[src/rtl/cnn_sched_pkg.sv]
// Shared types for the two-layer CNN scheduler: state encoding and address width.
// The optional RUN-state watchdog is enabled with the SCHED_TIMEOUT_EN macro.
package cnn_sched_pkg;

  localparam int ADDR_W = 16;

  typedef enum logic [2:0] {
    IDLE     = 3'd0,
    L1_START = 3'd1,
    L1_RUN   = 3'd2,
    L2_WAIT  = 3'd3,
    L2_START = 3'd4,
    L2_RUN   = 3'd5,
    DONE     = 3'd6
  } sched_state_t;

  function automatic logic is_run_state(sched_state_t s);
    return (s == L1_RUN) || (s == L2_RUN);
  endfunction

endpackage

[src/rtl/cnn_layer_scheduler_if.sv]
// Bundle of store-status, completion, read-request and grant signals around the scheduler.
// timeout_error exists only when SCHED_TIMEOUT_EN is defined.
interface cnn_layer_scheduler_if;
  import cnn_sched_pkg::*;

  logic              layer1_input_store_done;
  logic              layer1_weight_store_done;
  logic              layer1_bias_store_done;
  logic              layer2_weight_store_done;
  logic              layer2_bias_store_done;
  logic              layer1_calculation_done;
  logic              layer2_calculation_done;

  logic              layer1_read_weight_signal;
  logic [ADDR_W-1:0] layer1_read_weight_addr;
  logic              layer1_read_bias_signal;
  logic [ADDR_W-1:0] layer1_read_bias_addr;
  logic              layer2_read_weight_signal;
  logic [ADDR_W-1:0] layer2_read_weight_addr;
  logic              layer2_read_bias_signal;
  logic [ADDR_W-1:0] layer2_read_bias_addr;

  logic              layer1_start;
  logic              layer2_start;
  logic              read_weight_signal_data;
  logic [ADDR_W-1:0] read_weight_addr_data;
  logic              read_bias_signal_data;
  logic [ADDR_W-1:0] read_bias_addr_data;
  logic              interrupt_register_write_signal;
  logic [2:0]        sched_state;
`ifdef SCHED_TIMEOUT_EN
  logic              timeout_error;
`endif

  // Environment side: stores, layer engines and the weight/bias memories.
  modport master (
    output layer1_input_store_done, layer1_weight_store_done, layer1_bias_store_done,
    output layer2_weight_store_done, layer2_bias_store_done,
    output layer1_calculation_done, layer2_calculation_done,
    output layer1_read_weight_signal, layer1_read_weight_addr,
    output layer1_read_bias_signal, layer1_read_bias_addr,
    output layer2_read_weight_signal, layer2_read_weight_addr,
    output layer2_read_bias_signal, layer2_read_bias_addr,
    input  layer1_start, layer2_start,
    input  read_weight_signal_data, read_weight_addr_data,
    input  read_bias_signal_data, read_bias_addr_data,
    input  interrupt_register_write_signal, sched_state
`ifdef SCHED_TIMEOUT_EN
    , input timeout_error
`endif
  );

  // Scheduler side.
  modport slave (
    input  layer1_input_store_done, layer1_weight_store_done, layer1_bias_store_done,
    input  layer2_weight_store_done, layer2_bias_store_done,
    input  layer1_calculation_done, layer2_calculation_done,
    input  layer1_read_weight_signal, layer1_read_weight_addr,
    input  layer1_read_bias_signal, layer1_read_bias_addr,
    input  layer2_read_weight_signal, layer2_read_weight_addr,
    input  layer2_read_bias_signal, layer2_read_bias_addr,
    output layer1_start, layer2_start,
    output read_weight_signal_data, read_weight_addr_data,
    output read_bias_signal_data, read_bias_addr_data,
    output interrupt_register_write_signal, sched_state
`ifdef SCHED_TIMEOUT_EN
    , output timeout_error
`endif
  );

endinterface

[src/rtl/cnn_layer_scheduler.sv]
// Sequences layer 1 then layer 2 of a CNN and arbitrates the shared weight/bias read ports.
// Define SCHED_TIMEOUT_EN to add a per-RUN-state watchdog and the sticky timeout_error output.
module cnn_layer_scheduler
  import cnn_sched_pkg::*;
#(
  parameter logic [31:0] TIMEOUT_CYCLES = 32'd1000000
) (
  input logic                  clk,
  input logic                  rst,
  cnn_layer_scheduler_if.slave bus
);

  sched_state_t state;
  logic         layer1_start_q;
  logic         layer2_start_q;
  logic         irq_q;
  logic         l1_stores_ready;
  logic         l2_stores_ready;
  logic         timeout_hit;

  assign l1_stores_ready = bus.layer1_input_store_done & bus.layer1_weight_store_done &
                           bus.layer1_bias_store_done;
  assign l2_stores_ready = bus.layer2_weight_store_done & bus.layer2_bias_store_done;

`ifdef SCHED_TIMEOUT_EN
  logic [31:0] run_cnt;
  logic        timeout_q;
  logic        run_done;

  assign run_done    = (state == L1_RUN) ? bus.layer1_calculation_done
                                         : bus.layer2_calculation_done;
  // A done pulse on the final allowed cycle still wins over the timeout.
  assign timeout_hit = is_run_state(state) && !run_done &&
                       (run_cnt == TIMEOUT_CYCLES - 32'd1);

  always_ff @(posedge clk or negedge rst) begin
    if (!rst) begin
      run_cnt   <= '0;
      timeout_q <= 1'b0;
    end else begin
      run_cnt <= is_run_state(state) ? run_cnt + 32'd1 : '0;
      if (timeout_hit) timeout_q <= 1'b1;
    end
  end

  assign bus.timeout_error = timeout_q;
`else
  assign timeout_hit = 1'b0;
`endif

  // Start pulses and the interrupt are set on the transition into their one-cycle state,
  // so they are registered and high exactly while that state is current.
  always_ff @(posedge clk or negedge rst) begin
    if (!rst) begin
      state          <= IDLE;
      layer1_start_q <= 1'b0;
      layer2_start_q <= 1'b0;
      irq_q          <= 1'b0;
    end else begin
      // NOTE: non-blocking assignments keep every register updating from pre-edge values.
      layer1_start_q <= 1'b0;
      layer2_start_q <= 1'b0;
      irq_q          <= 1'b0;
      case (state)
        IDLE: begin
          if (l1_stores_ready) begin
            state          <= L1_START;
            layer1_start_q <= 1'b1;
          end
        end
        L1_START: state <= L1_RUN;
        L1_RUN: begin
          if (bus.layer1_calculation_done) state <= L2_WAIT;
          else if (timeout_hit)            state <= IDLE;
        end
        L2_WAIT: begin
          if (l2_stores_ready) begin
            state          <= L2_START;
            layer2_start_q <= 1'b1;
          end
        end
        L2_START: state <= L2_RUN;
        L2_RUN: begin
          if (bus.layer2_calculation_done) begin
            state <= DONE;
            irq_q <= 1'b1;
          end else if (timeout_hit) begin
            state <= IDLE;
          end
        end
        DONE:    state <= IDLE;
        default: state <= IDLE;
      endcase
    end
  end

  // Zero-latency grant: the RUN layer's requests pass straight through, others are dropped.
  always_comb begin
    // NOTE: defaults first so no path through the case leaves an output unassigned (no latch).
    bus.read_weight_signal_data = 1'b0;
    bus.read_weight_addr_data   = '0;
    bus.read_bias_signal_data   = 1'b0;
    bus.read_bias_addr_data     = '0;
    case (state)
      L1_RUN: begin
        bus.read_weight_signal_data = bus.layer1_read_weight_signal;
        bus.read_weight_addr_data   = bus.layer1_read_weight_addr;
        bus.read_bias_signal_data   = bus.layer1_read_bias_signal;
        bus.read_bias_addr_data     = bus.layer1_read_bias_addr;
      end
      L2_RUN: begin
        bus.read_weight_signal_data = bus.layer2_read_weight_signal;
        bus.read_weight_addr_data   = bus.layer2_read_weight_addr;
        bus.read_bias_signal_data   = bus.layer2_read_bias_signal;
        bus.read_bias_addr_data     = bus.layer2_read_bias_addr;
      end
      default: ;
    endcase
  end

  assign bus.layer1_start                    = layer1_start_q;
  assign bus.layer2_start                    = layer2_start_q;
  assign bus.interrupt_register_write_signal = irq_q;
  assign bus.sched_state                     = state;

endmodule

[src/flat_wrapper.sv]
// flat-port wrapper written by rule: the top's interface ports become plain ports
module cnn_layer_scheduler_flat import cnn_sched_pkg::*;
#(
  parameter logic [31:0] TIMEOUT_CYCLES = 32'd1000000
)
  (clk, rst, bus_layer1_input_store_done, bus_layer1_weight_store_done, bus_layer1_bias_store_done, bus_layer2_weight_store_done, bus_layer2_bias_store_done, bus_layer1_calculation_done, bus_layer2_calculation_done, bus_layer1_read_weight_signal, bus_layer1_read_weight_addr, bus_layer1_read_bias_signal, bus_layer1_read_bias_addr, bus_layer2_read_weight_signal, bus_layer2_read_weight_addr, bus_layer2_read_bias_signal, bus_layer2_read_bias_addr, bus_layer1_start, bus_layer2_start, bus_read_weight_signal_data, bus_read_weight_addr_data, bus_read_bias_signal_data, bus_read_bias_addr_data, bus_interrupt_register_write_signal, bus_sched_state);
  cnn_layer_scheduler_if bus_i ();
  input logic clk;
  input logic rst;
  input wire logic [$bits(bus_i.layer1_input_store_done)-1:0] bus_layer1_input_store_done;
  input wire logic [$bits(bus_i.layer1_weight_store_done)-1:0] bus_layer1_weight_store_done;
  input wire logic [$bits(bus_i.layer1_bias_store_done)-1:0] bus_layer1_bias_store_done;
  input wire logic [$bits(bus_i.layer2_weight_store_done)-1:0] bus_layer2_weight_store_done;
  input wire logic [$bits(bus_i.layer2_bias_store_done)-1:0] bus_layer2_bias_store_done;
  input wire logic [$bits(bus_i.layer1_calculation_done)-1:0] bus_layer1_calculation_done;
  input wire logic [$bits(bus_i.layer2_calculation_done)-1:0] bus_layer2_calculation_done;
  input wire logic [$bits(bus_i.layer1_read_weight_signal)-1:0] bus_layer1_read_weight_signal;
  input wire logic [$bits(bus_i.layer1_read_weight_addr)-1:0] bus_layer1_read_weight_addr;
  input wire logic [$bits(bus_i.layer1_read_bias_signal)-1:0] bus_layer1_read_bias_signal;
  input wire logic [$bits(bus_i.layer1_read_bias_addr)-1:0] bus_layer1_read_bias_addr;
  input wire logic [$bits(bus_i.layer2_read_weight_signal)-1:0] bus_layer2_read_weight_signal;
  input wire logic [$bits(bus_i.layer2_read_weight_addr)-1:0] bus_layer2_read_weight_addr;
  input wire logic [$bits(bus_i.layer2_read_bias_signal)-1:0] bus_layer2_read_bias_signal;
  input wire logic [$bits(bus_i.layer2_read_bias_addr)-1:0] bus_layer2_read_bias_addr;
  output wire logic [$bits(bus_i.layer1_start)-1:0] bus_layer1_start;
  output wire logic [$bits(bus_i.layer2_start)-1:0] bus_layer2_start;
  output wire logic [$bits(bus_i.read_weight_signal_data)-1:0] bus_read_weight_signal_data;
  output wire logic [$bits(bus_i.read_weight_addr_data)-1:0] bus_read_weight_addr_data;
  output wire logic [$bits(bus_i.read_bias_signal_data)-1:0] bus_read_bias_signal_data;
  output wire logic [$bits(bus_i.read_bias_addr_data)-1:0] bus_read_bias_addr_data;
  output wire logic [$bits(bus_i.interrupt_register_write_signal)-1:0] bus_interrupt_register_write_signal;
  output wire logic [$bits(bus_i.sched_state)-1:0] bus_sched_state;
  assign bus_i.layer1_input_store_done = bus_layer1_input_store_done;
  assign bus_i.layer1_weight_store_done = bus_layer1_weight_store_done;
  assign bus_i.layer1_bias_store_done = bus_layer1_bias_store_done;
  assign bus_i.layer2_weight_store_done = bus_layer2_weight_store_done;
  assign bus_i.layer2_bias_store_done = bus_layer2_bias_store_done;
  assign bus_i.layer1_calculation_done = bus_layer1_calculation_done;
  assign bus_i.layer2_calculation_done = bus_layer2_calculation_done;
  assign bus_i.layer1_read_weight_signal = bus_layer1_read_weight_signal;
  assign bus_i.layer1_read_weight_addr = bus_layer1_read_weight_addr;
  assign bus_i.layer1_read_bias_signal = bus_layer1_read_bias_signal;
  assign bus_i.layer1_read_bias_addr = bus_layer1_read_bias_addr;
  assign bus_i.layer2_read_weight_signal = bus_layer2_read_weight_signal;
  assign bus_i.layer2_read_weight_addr = bus_layer2_read_weight_addr;
  assign bus_i.layer2_read_bias_signal = bus_layer2_read_bias_signal;
  assign bus_i.layer2_read_bias_addr = bus_layer2_read_bias_addr;
  assign bus_layer1_start = bus_i.layer1_start;
  assign bus_layer2_start = bus_i.layer2_start;
  assign bus_read_weight_signal_data = bus_i.read_weight_signal_data;
  assign bus_read_weight_addr_data = bus_i.read_weight_addr_data;
  assign bus_read_bias_signal_data = bus_i.read_bias_signal_data;
  assign bus_read_bias_addr_data = bus_i.read_bias_addr_data;
  assign bus_interrupt_register_write_signal = bus_i.interrupt_register_write_signal;
  assign bus_sched_state = bus_i.sched_state;
  cnn_layer_scheduler #(.TIMEOUT_CYCLES(TIMEOUT_CYCLES)) u_core (.clk(clk), .rst(rst), .bus(bus_i));
endmodule
[config.mk]
export PLATFORM = sky130hd
export DESIGN_NAME = cnn_layer_scheduler_flat
export DESIGN_NICKNAME = d
export VERILOG_FILES = /design/src/rtl/cnn_sched_pkg.sv /design/src/rtl/cnn_layer_scheduler_if.sv /design/src/rtl/cnn_layer_scheduler.sv /design/src/flat_wrapper.sv
export SDC_FILE = /design/constraint.sdc
export NUM_CORES = 1
export LEC_CHECK = 0
export CORE_MARGIN = 8
export CORE_UTILIZATION = 22
export DETAILED_ROUTE_END_ITERATION = 10
export HOLD_SLACK_MARGIN = 0.06
export PLACE_DENSITY = 0.95
export REMOVE_ABC_BUFFERS = 1
export SYNTH_ARGS = -nofsm -noshare
export SYNTH_HDL_FRONTEND = slang
export SYNTH_SLANG_ARGS = --single-unit
[constraint.sdc]
create_clock -name clk -period 2.91 [get_ports clk]
set_input_delay 0.291 -clock clk [delete_from_list [all_inputs] [get_ports clk]]
set_output_delay 0.291 -clock clk [all_outputs]
set_load 0.01 [all_outputs]
==> impl_metrics.json <==
{
  "antenna_found_initial": 0,
  "wl_met1_mm": 1.33,
  "via_count": 1078,
  "hp-class": "in2async",
  "final_hold_viol_count": 0,
  "crit_path_top_delay_cell": "clkdlybuf4s50_1",
  "first_pass_iters": 4,
  "setup_viol": 0,
  "areaGrowthSynthToFinish_pct": 184,
  "power_uw": 1260,
  "fin_crit_sh": 0.843,
  "run_status": "finished, final reports clean",
  "cpPeakStageDelay_ns": 0.55,
  "cts_resized": 0,
  "syn_area_um2": 644,
  "rows": 19,
  "avgSynthCellArea_um2": 9.34,
  "ff2ff_setup_slack_ns": 1.53,
  "fmax_mhz": 407,
  "grt_pass1_vias": 1278,
  "htree_levels": 1,
  "required_ns": 2.62,
  "grt_pass1_wl_mm": 6.38,
  "slew_headroom": 0.762,
  "seq_area_frac_synth": 0.233,
  "grt.overflow.total": 0,
  "fin_skew_ns": 0.00513,
  "yosys.area.top_type_share": 0.476,
  "wl_per_cell_um": 19.5,
  "route.met2.wl_mm": 2.17,
  "period_needed_ns": 2.45,
  "yosys_warnings": 0,
  "leakage_uw": 0.000708,
  "grtUsageTotal": 0.159,
  "hpwlAfterDp_mm": 3.62,
  "fin_nets": 262,
  "num-fill-cells": 218,
  "worstSetupEndpointType": "output port",
  "grt_start_max_net_pins": 36,
  "drv_cap": 0,
  "synth_commonest_cells": "35 x a22o_1, 6 x dfrtp_1, 4 x nand2b_1, 3 x buf_4, 3 x buf_6",
  "diodes": 0,
  "place_congestion": 0.843,
  "first_iter_violations": 83,
  "worstSetupPathType": "reg2out",
  "wl_met3_um": 585,
  "clock-sinks": 6,
  "cts_setup_buffers": 0,
  "topRoutingLayerUsed": "met4",
  "rsz0062_at_grt": "no",
  "yosysMostFrequentCell": "a22o_1",
  "dpl_worst_slack_ns": 0.736,
  "cts_tree": "built",
  "ys_ff_latch": 6,
  "viasPerCell": 5.04,
  "synth_edf_count": 0,
  "async_flop_share": 1.00,
  "setup_slack_ns": 0.456,
  "die_h_um": 70.1,
  "cts_hold_buf": 0,
  "critPathArrivalTime_ns": 2.16,
  "power_density_nw_per_um2": 687,
  "vdd_drop_max_mv": 0.494,
  "tightestPinTransition_ns": 0.356,
  "ys.flop_type": "dfrtp_1",
  "syn_inst": 69,
  "start_util": 0.232,
  "io_pins": 117,
  "drc_errors": 0,
  "synth_cell_type_count": 17,
  "core_um2": 2780,
  "cts_buffer_depth": 2,
  "port-buffer-count": 116,
  "die-area_um2": 4920,
  "crit_fanout": 35,
  "cts_root_buf": "clkbuf_4",
  "clk_latency_ns": 0.24,
  "drtAntennaViolNets": 0,
  "setup-tns-final_ns": 0,
  "start_kind": "register",
  "drive_above_1_share": 0.0437,
  "wl_mm": 4.18,
  "yosysTopAreaCell": "a22o_1",
  "drv_slew": 0,
  "numCtsBuffers": 3,
  "crit_chain": "nand2b_1, nor2_4, buf_4, a22o_1, clkdlybuf4s50_1",
  "die_w_um": 70.1,
  "clkSlewWorstSetupHoldPaths_ns": 0.05,
  "synthTopCellsByArea": "a22o_1 48%, dfrtp_1 23%, buf_6 5.2%, nand2b_1 3.9%, buf_4 3.5%"
}
per-stage QoR:
stage,cell area (um2),std cells,utilization,hold WS (ns)
floorplan,583,62,-,-0.00459
global placement,1810,211,0.651,0.525
detailed placement,1810,211,0.651,0.553
CTS,1830,214,0.659,0.294
global route,1830,214,0.659,0.295
finish,1830,214,0.659,0.287
power breakdown:
group	total, uW	switching [uW]	internal (uW)
Clock	76.3	29.6	46.6
Sequential	147	43.0	104
Combinational	1040	406	629
Total	1260	479	780
state kept, by name, indices dropped and copies added, names as in the netlist:
name and cells:
u_core.bus.layer2_start 1, u_core.bus.interrupt_register_write_signal 1, u_core.bus.sched_state 3, u_core.bus.layer1_start 1
layout make-up:
type	instances	area, um2	share of cell area
Clock buffer	3	22.5	0.0123
Inverter	1	3.75	0.00205
Multi-Input combinational cell	55	429	0.234
Sequential cell	6	150	0.0819
Tap cell	31	38.8	0.0212
Timing Repair Buffer	118	1190	0.648
logic make-up after synthesis:
group / Yosys count / share of synthesized area
AOI/OAI and AO/OA: 40 / 0.517
and+or+nand+nor: 15 / 0.150
buffers and inverters: 8 / 0.101
DFF: 6 / 0.233
metal layers:
metal  vias up  global-route usage
met2        81               0.298
li1        509                   -
met1       480               0.127
met4         0              0.0491
met3         8               0.112
met5         -                   0
cells in the final DEF (no fill, tap or decap), drive strengths merged:
cell type	Yosys	final
a22o	35	35
nand2b	5	5
nor4	1	1
a21oi	2	2
nand2	1	1
buf	7	2
o21ai	2	2
o22ai	1	1
clkbuf	0	3
and2	2	2
dfrtp	6	6
inv	1	1
clkdlybuf4s50	0	116
nor2	4	4
nand3	2	2
worst max-delay path, delay by kind of cell, from the launching register on:
kind,cells,cell delay (ns)
simple gates,2,0.35
buf+inv,2,0.88
flops,1,0.47
compound gates,1,0.22
path summary, 6_finish.rpt:
| path | from | end | cells past startpoint |
|---|---|---|---|
| setup / recovery | u_core.bus.sched_state[1] | bus_read_weight_addr_data[8] | 5 |
| hold / removal | rst | u_core.bus.layer2_start | 1 |
| setup reg to reg | u_core.bus.sched_state[1] | u_core.bus.interrupt_register_write_signal | 4 |
| hold reg to reg | u_core.bus.sched_state[2] | u_core.bus.layer1_start | 1 |
| max in group asynchronous | rst | u_core.bus.sched_state[1] | 1 |
| min in group clk | u_core.bus.sched_state[2] | u_core.bus.layer1_start | 1 |
Power figures use the tool's default switching activity.
